$ cat config.mk
export PLATFORM = sky130hd
export DESIGN_NAME = camera_sccb_config
export DESIGN_NICKNAME = d
export VERILOG_FILES = /design/src/rtl/camera_sccb_config.sv
export SDC_FILE = /design/constraint.sdc
export NUM_CORES = 1
export LEC_CHECK = 0
export CAP_MARGIN = 0
export CORE_MARGIN = 2
export CORE_UTILIZATION = 50
export CTS_CLUSTER_DIAMETER = 150
export DETAILED_ROUTE_END_ITERATION = 8
export DONT_BUFFER_PORTS = 1
export GPL_TIMING_DRIVEN = 0
export PLACE_DENSITY_LB_ADDON = 0.15
export SYNTH_ARGS = -nofsm -noshare
export SYNTH_HDL_FRONTEND = slang
export SYNTH_SLANG_ARGS = --single-unit
$ cat constraint.sdc
create_clock -name i_clk -period 16.45 [get_ports i_clk]
set_input_delay 4.935 -clock i_clk [delete_from_list [all_inputs] [get_ports i_clk]]
set_output_delay 4.935 -clock i_clk [all_outputs]
set_load 0.03 [all_outputs]
$ cat src/rtl/camera_sccb_config.sv
// SCCB register-write sequencer: walks an internal {reg_addr, reg_data} ROM and issues 3-phase writes.
// Optional NACK detection and per-entry retry is built when SCCB_ACK_CHECK_EN is defined.
module camera_sccb_config #(
  parameter logic [7:0]  DEV_ADDR       = 8'h42,
  parameter int unsigned QUARTER_CYCLES = 125,
  parameter int unsigned WAIT_UNIT      = 50000,
  parameter int unsigned ROM_DEPTH      = 64,
  parameter int unsigned RETRY_MAX      = 3,
  localparam int unsigned IW            = $clog2(ROM_DEPTH)
) (
  input  logic          i_clk,
  input  logic          i_reset,
  input  logic          i_start_n,
  input  logic          i_siod,
  output logic          o_sioc,
  output logic          o_siod_oe,
  output logic          o_busy,
  output logic          o_done,
  output logic          o_error,
  output logic [IW-1:0] o_index
);

  localparam int unsigned QW = $clog2(QUARTER_CYCLES + 1);
  localparam int unsigned WW = $clog2(255 * WAIT_UNIT + 1);

  typedef enum logic [3:0] {
    S_IDLE, S_LOAD, S_START, S_BIT, S_STOP, S_GAP, S_WAIT, S_DONE, S_ERROR
  } state_t;

  state_t          state, state_n;
  logic [QW-1:0]   qdiv, qdiv_n;
  logic [1:0]      q, q_n;
  logic [4:0]      bit_cnt, bit_n;
  logic [26:0]     frame, frame_n;
  logic [WW-1:0]   wcnt, wcnt_n;
  logic [IW-1:0]   index, index_n;
  logic            busy, busy_n, done, done_n, error, error_n;
  logic            sioc, siod_oe, start_q;
  logic            tick, trigger, ack_slot;
  logic [15:0]     entry;
  logic [1:0]      levels_n;

`ifdef SCCB_ACK_CHECK_EN
  localparam int unsigned RW = $clog2(RETRY_MAX + 1);
  logic            nack, nack_n;
  logic [RW-1:0]   retry, retry_n;
`else
  logic            unused_siod;
  assign unused_siod = i_siod;
`endif

  // The last slot is always forced to the end marker so the index can never wrap.
  function automatic logic [15:0] rom_entry(input logic [IW-1:0] idx);
    logic [15:0] e;
    if (32'(idx) == ROM_DEPTH - 1) return 16'hFFFF;
    case (32'(idx))
      0:  e = 16'h1280;  // COM7 soft reset
      1:  e = 16'hFE0A;  // let the sensor settle after reset
      2:  e = 16'h1204;
      3:  e = 16'h1101;
      4:  e = 16'h0C00;
      5:  e = 16'h3E00;
      6:  e = 16'h40D0;
      7:  e = 16'h3A04;
      8:  e = 16'h1418;
      9:  e = 16'h4FB3;
      10: e = 16'h50B3;
      11: e = 16'h5100;
      12: e = 16'h523D;
      13: e = 16'h53A7;
      14: e = 16'h54E4;
      15: e = 16'h589E;
      16: e = 16'h3DC0;
      17: e = 16'h1714;
      18: e = 16'h1802;
      19: e = 16'h3280;
      20: e = 16'h1903;
      21: e = 16'h1A7B;
      22: e = 16'h030A;
      23: e = 16'h0F41;
      24: e = 16'h1E00;
      25: e = 16'h330B;
      26: e = 16'h3C78;
      27: e = 16'h6900;
      28: e = 16'h7400;
      29: e = 16'hB084;
      30: e = 16'hB10C;
      31: e = 16'hB20E;
      32: e = 16'hB380;
      default: e = 16'hFFFF;
    endcase
    return e;
  endfunction

  // {sioc, siod_oe} for a given position in the write; frame bit = 1 means release.
  function automatic logic [1:0] bus_levels(input state_t st, input logic [1:0] qq,
                                            input logic [4:0] bb, input logic [26:0] fr);
    logic [1:0] lv;
    lv = 2'b10;
    case (st)
      S_START: lv = 2'b11;
      S_BIT:   lv = {qq[1], ~fr[5'd26 - bb]};
      S_STOP:  lv = (qq == 2'd0) ? 2'b01 : ((qq == 2'd1) ? 2'b11 : 2'b10);
      default: lv = 2'b10;
    endcase
    return lv;
  endfunction

  assign tick     = (qdiv == QW'(QUARTER_CYCLES - 1));
  assign trigger  = start_q & ~i_start_n;
  assign ack_slot = (bit_cnt == 5'd8) || (bit_cnt == 5'd17) || (bit_cnt == 5'd26);
  assign entry    = rom_entry(index);

  always_comb begin
    state_n = state;
    qdiv_n  = '0;
    q_n     = q;
    bit_n   = bit_cnt;
    frame_n = frame;
    wcnt_n  = wcnt;
    index_n = index;
    busy_n  = busy;
    done_n  = done;
    error_n = error;
`ifdef SCCB_ACK_CHECK_EN
    nack_n  = nack;
    retry_n = retry;
`endif
    if (state inside {S_START, S_BIT, S_STOP, S_GAP}) begin
      qdiv_n = tick ? '0 : qdiv + 1'b1;
      if (tick) q_n = q + 2'd1;
    end

    if (trigger && (state inside {S_IDLE, S_DONE, S_ERROR})) begin
      state_n = S_LOAD;
      index_n = '0;
      busy_n  = 1'b1;
      done_n  = 1'b0;
      error_n = 1'b0;
`ifdef SCCB_ACK_CHECK_EN
      retry_n = '0;
`endif
    end else begin
      case (state)
        S_LOAD: begin
          if (entry == 16'hFFFF) begin
            state_n = S_DONE;
            busy_n  = 1'b0;
            done_n  = 1'b1;
          end else if (entry[15:8] == 8'hFE) begin
            if (entry[7:0] == 8'd0) begin
              index_n = index + 1'b1;
            end else begin
              state_n = S_WAIT;
              wcnt_n  = WW'(32'(entry[7:0]) * WAIT_UNIT - 32'd1);
            end
          end else begin
            frame_n = {DEV_ADDR, 1'b1, entry[15:8], 1'b1, entry[7:0], 1'b1};
            state_n = S_START;
            q_n     = '0;
            bit_n   = '0;
`ifdef SCCB_ACK_CHECK_EN
            nack_n  = 1'b0;
`endif
          end
        end
        S_WAIT: begin
          if (wcnt == '0) begin
            state_n = S_LOAD;
            index_n = index + 1'b1;
          end else begin
            wcnt_n = wcnt - 1'b1;
          end
        end
        S_START: begin
          if (tick && q == 2'd1) begin
            state_n = S_BIT;
            q_n     = '0;
          end
        end
        S_BIT: begin
          if (tick) begin
`ifdef SCCB_ACK_CHECK_EN
            if (q == 2'd2 && ack_slot) nack_n = i_siod;
            if (q == 2'd3) begin
              if (bit_cnt == 5'd26 || (ack_slot && nack)) state_n = S_STOP;
              else bit_n = bit_cnt + 5'd1;
            end
`else
            if (q == 2'd3) begin
              if (bit_cnt == 5'd26) state_n = S_STOP;
              else bit_n = bit_cnt + 5'd1;
            end
`endif
          end
        end
        S_STOP: begin
          if (tick && q == 2'd3) state_n = S_GAP;
        end
        S_GAP: begin
          if (tick && q == 2'd3) begin
            state_n = S_LOAD;
`ifdef SCCB_ACK_CHECK_EN
            // A NACKed entry is reissued from LOAD without advancing the index.
            if (nack) begin
              if (retry == RW'(RETRY_MAX)) begin
                state_n = S_ERROR;
                busy_n  = 1'b0;
                error_n = 1'b1;
              end else begin
                retry_n = retry + 1'b1;
              end
            end else begin
              index_n = index + 1'b1;
              retry_n = '0;
            end
`else
            index_n = index + 1'b1;
`endif
          end
        end
        default: ;
      endcase
    end
  end

  assign levels_n = bus_levels(state_n, q_n, bit_n, frame_n);

  always_ff @(posedge i_clk or negedge i_reset) begin
    if (!i_reset) begin
      state   <= S_IDLE;
      qdiv    <= '0;
      q       <= '0;
      bit_cnt <= '0;
      frame   <= '1;
      wcnt    <= '0;
      index   <= '0;
      busy    <= 1'b0;
      done    <= 1'b0;
      error   <= 1'b0;
      sioc    <= 1'b1;
      siod_oe <= 1'b0;
      start_q <= 1'b0;
    end else begin
      state   <= state_n;
      qdiv    <= qdiv_n;
      q       <= q_n;
      bit_cnt <= bit_n;
      frame   <= frame_n;
      wcnt    <= wcnt_n;
      index   <= index_n;
      busy    <= busy_n;
      done    <= done_n;
      error   <= error_n;
      sioc    <= levels_n[1];
      siod_oe <= levels_n[0];
      start_q <= i_start_n;
    end
  end

`ifdef SCCB_ACK_CHECK_EN
  always_ff @(posedge i_clk or negedge i_reset) begin
    if (!i_reset) begin
      nack  <= 1'b0;
      retry <= '0;
    end else begin
      nack  <= nack_n;
      retry <= retry_n;
    end
  end
`endif

  assign o_sioc    = sioc;
  assign o_siod_oe = siod_oe;
  assign o_busy    = busy;
  assign o_done    = done;
  assign o_error   = error;
  assign o_index   = index;

endmodule
==> impl_metrics.ini <==
[logic_synthesis]
ys.flop_type = dfrtp_1
syn_area_per_cell_sq_um = 8.69
synth_fp_nets = 920
synth_area_leaders = dfrtp_1, ha_1, dfstp_2
synth-seq-cells = 80
syn_inst = 830
yosysUniqueCellTypes = 84
yosysTopAreaCellShare_pct = 18.0
synth_top_cell_by_area = dfrtp_1
ys_async_sr_fraction_pct = 100
syn-cell-area_sq_um = 7210
ys_seq_area_share_pct = 28.2
ys_warn_count = 0
synth_edf_count = 0

[detailed_routing]
vias = 6292
drcViolationCount = 0
drtAntennaViolNets = 0
drtIter0Drc = 595
wl_per_cell_um = 18.2
vias_per_cell = 6.13
routed_wirelength_mm = 18.7
drt_pass1_iterations = 7

[worst_setup_path]
critPathMaxFanout = 9
crit_path_end_kind = flip-flop
worstPathRequired_ns = 16.65
worstSetupStartpointType = flip-flop
crit_type = reg -> reg
startpoint = o_index[1]
reg2reg_depth = 24
crit_end = wcnt[22]
timing.rr.start = o_index[1]
cp.arrival_ns = 7.63
rrSetupSlack_ns = 9.01
timing.rr.end = wcnt[22]

[power_and_ir_drop]
max-vdd-ir-drop_mv = 0.0485
p_leak_nw = 3.51
p_sw_w = 0.0000888
power_frac_comb_pct = 0.1
p_sw_share_pct = 21.9
power.density_nw_per_um2 = 52.3
intPower_w = 0.000317
clkPwrFrac_pct = 51.2
p_seq_share_pct = 48.7

[layout]
syn2layout_area_growth_pct = 7.44
nNetsFinal = 932
drive_above_1_share_pct = 11.1
postLayoutCellArea_sq_um = 7750
final_cells = 1027
nFillCells = 1264
num_antenna_cells = 0

[timing]
slew_viol_final = 0
fmax_mhz = 134
min_period_over_period_pct = 45.2
max_slew_margin_pct = 42.1
finalHoldViolations = 0
final.setup.worst_slack_ns = 9.01
tightest_slew_ns = 0.865
final.setup.tns_ns = 0
setup_viol = 0
rsz0062_at_grt = false
fin_skew_ns = 0.0104
post-route-min-period_ns = 7.44

[run]
maxCapViolations = 0

[cts]
cts_hold_buf = 0
clkSlewWorstSetupHoldPaths_ns = 0.07
numCtsBuffers = 9
clkSinkCount = 80
cts_tree = yes
cts_setup_buffers = 0
worstSkewPairLatency_ns = 0.35
clockRootBuffer = clkbuf_16
cts_resized = 0
clockBufferDepth = 2
h-tree-depth = 3

[grt]
antenna_found_initial = 0
grt_remaining_overflow = 0
grt_pass1_wl_mm = 31.3
grt_max_degree = 81
grt_pass1_vias = 6185
grt_use_total_pct = 26.0

[placed_design]
postPlaceCellArea_sq_um = 7450
gp_congestion = 0.917
portBuffers = 0
dp_cells = 1011
hpwlAfterDp_mm = 14.1
pre_cts_slack_ns = 9.12

[floorplanning]
dieArea_sq_um = 15400
row_count = 43
die_x_um = 124
die_h_um = 124
start_util_pct = 51.6
core_sq_um = 14000
io_pins = 15

[min_path]
min_path_type = reg -> reg

[outcome]
outcome = finished, final reports clean
==> critical path: stages, from the launching register on <==
cell and delay, ns:
dfrtp_1 0.60, buf_2 0.30, inv_1 0.11, ha_1 0.45
nor2_1 0.12, a211oi_1 0.24, a2111oi_0 0.13, a311oi_1 0.69
buf_4 0.27, inv_1 0.10, fa_1 0.55, inv_1 0.04
ha_1 0.29, ha_1 0.34, fa_1 0.46, a21o_1 0.19
a21oi_1 0.21, o21ai_0 0.18, a31oi_1 0.42, o21bai_1 0.13
xnor2_1 0.48, nand4_1 0.25, nor4_1 0.45, xor2_1 0.20
a21oi_1 0.08
==> per-layer routing <==
| layer | share of wire (%) | GRT usage, % |
|---|---|---|
| met5 | 0 | 0 |
| met4 | 2.2 | 9.06 |
| met3 | 5.4 | 4.40 |
| met2 | 46 | 41.9 |
| met1 | 46 | 35.5 |
==> cells by family after synthesis <==
family | Yosys count | share of synthesized area (%)
simple gates | 277 | 19.5
compound gates | 211 | 19.4
buf+inv | 98 | 5.52
fa+ha+maj | 86 | 16.2
flops | 80 | 28.2
xor+xnor | 45 | 5.57
mux | 32 | 5.53
other cells | 1 | 0.0520
==> worst min-delay path by stage <==
stage,start,end,slack [ns],depth (start not counted)
6_report,frame[11],frame[11],0.47,2
5_1_grt,frame[25],frame[25],0.50,1
3_5_place_dp,frame[11],frame[11],0.46,2
3_3_place_gp,frame[11],frame[11],0.45,2
2_1_floorplan,frame[11],frame[11],0.44,2
4_1_cts,frame[11],frame[11],0.47,2
==> through the flow <==
stage / total power [W] / hold slack [ns] / utilization (%)
final: 0.000405 / 0.473 / 55.4
after global routing: 0.000419 / 0.500 / 55.4
after CTS: 0.000411 / 0.469 / 55.4
after detailed placement: 0.000201 / 0.460 / 53.2
after global placement: 0.000201 / 0.452 / 53.2
after floorplan: 0.000201 / 0.440 / -
==> cell usage after synthesis (13+ instances only) <==
master / number
dfstp_2: 28
nand3_1: 20
dfrtp_1: 52
xnor2_1: 29
mux2_2: 13
clkbuf_1: 24
nor3_1: 31
a21oi_1: 50
o21ai_0: 52
nand2b_1: 14
ha_1: 74
nand2_1: 62
mux2i_1: 14
inv_1: 60
nor2_1: 72
xor2_1: 15
==> area by class of cell <==
class	instances	area (sq um)	area share, %
multi-input combinational	652	4780	61.7
sequential	80	2040	26.3
inverter	62	233	3.00
clock buffer	9	225	2.91
tap	180	225	2.91
buffer	36	165	2.13
clock inverter	7	78.8	1.02
timing repair buffer	1	7.51	0.0969
==> state kept, by name, summed over array words and instances (netlist names) <==
register / cells
o_index: 6
q: 2
o_busy: 1
frame: 27
wcnt: 24
bit_cnt: 5
o_done: 1
o_sioc: 1
qdiv: 7
start_q: 1
state: 4
o_siod_oe: 1
==> power by group through the flow <==
stage / logic [W] / registers (W) / clock network, W
after floorplan: 0.000000517 / 0.000201 / 0
after global placement: 0.000000517 / 0.000201 / 0
after detailed placement: 0.000000517 / 0.000201 / 0
after CTS: 0.000000517 / 0.000197 / 0.000213
after global routing: 0.000000593 / 0.000197 / 0.000222
final: 0.000000530 / 0.000197 / 0.000208
==> layout by cell type (no fill, tap or decap), drive strengths merged, types with 28 or more instances in the layout <==
master  instances
dfrtp          52
nor2           74
nor3           32
clkbuf         33
inv            63
xnor2          30
o21ai          55
nand2          62
ha             74
a21oi          50
dfstp          28
(Power assumes the default switching activity.)
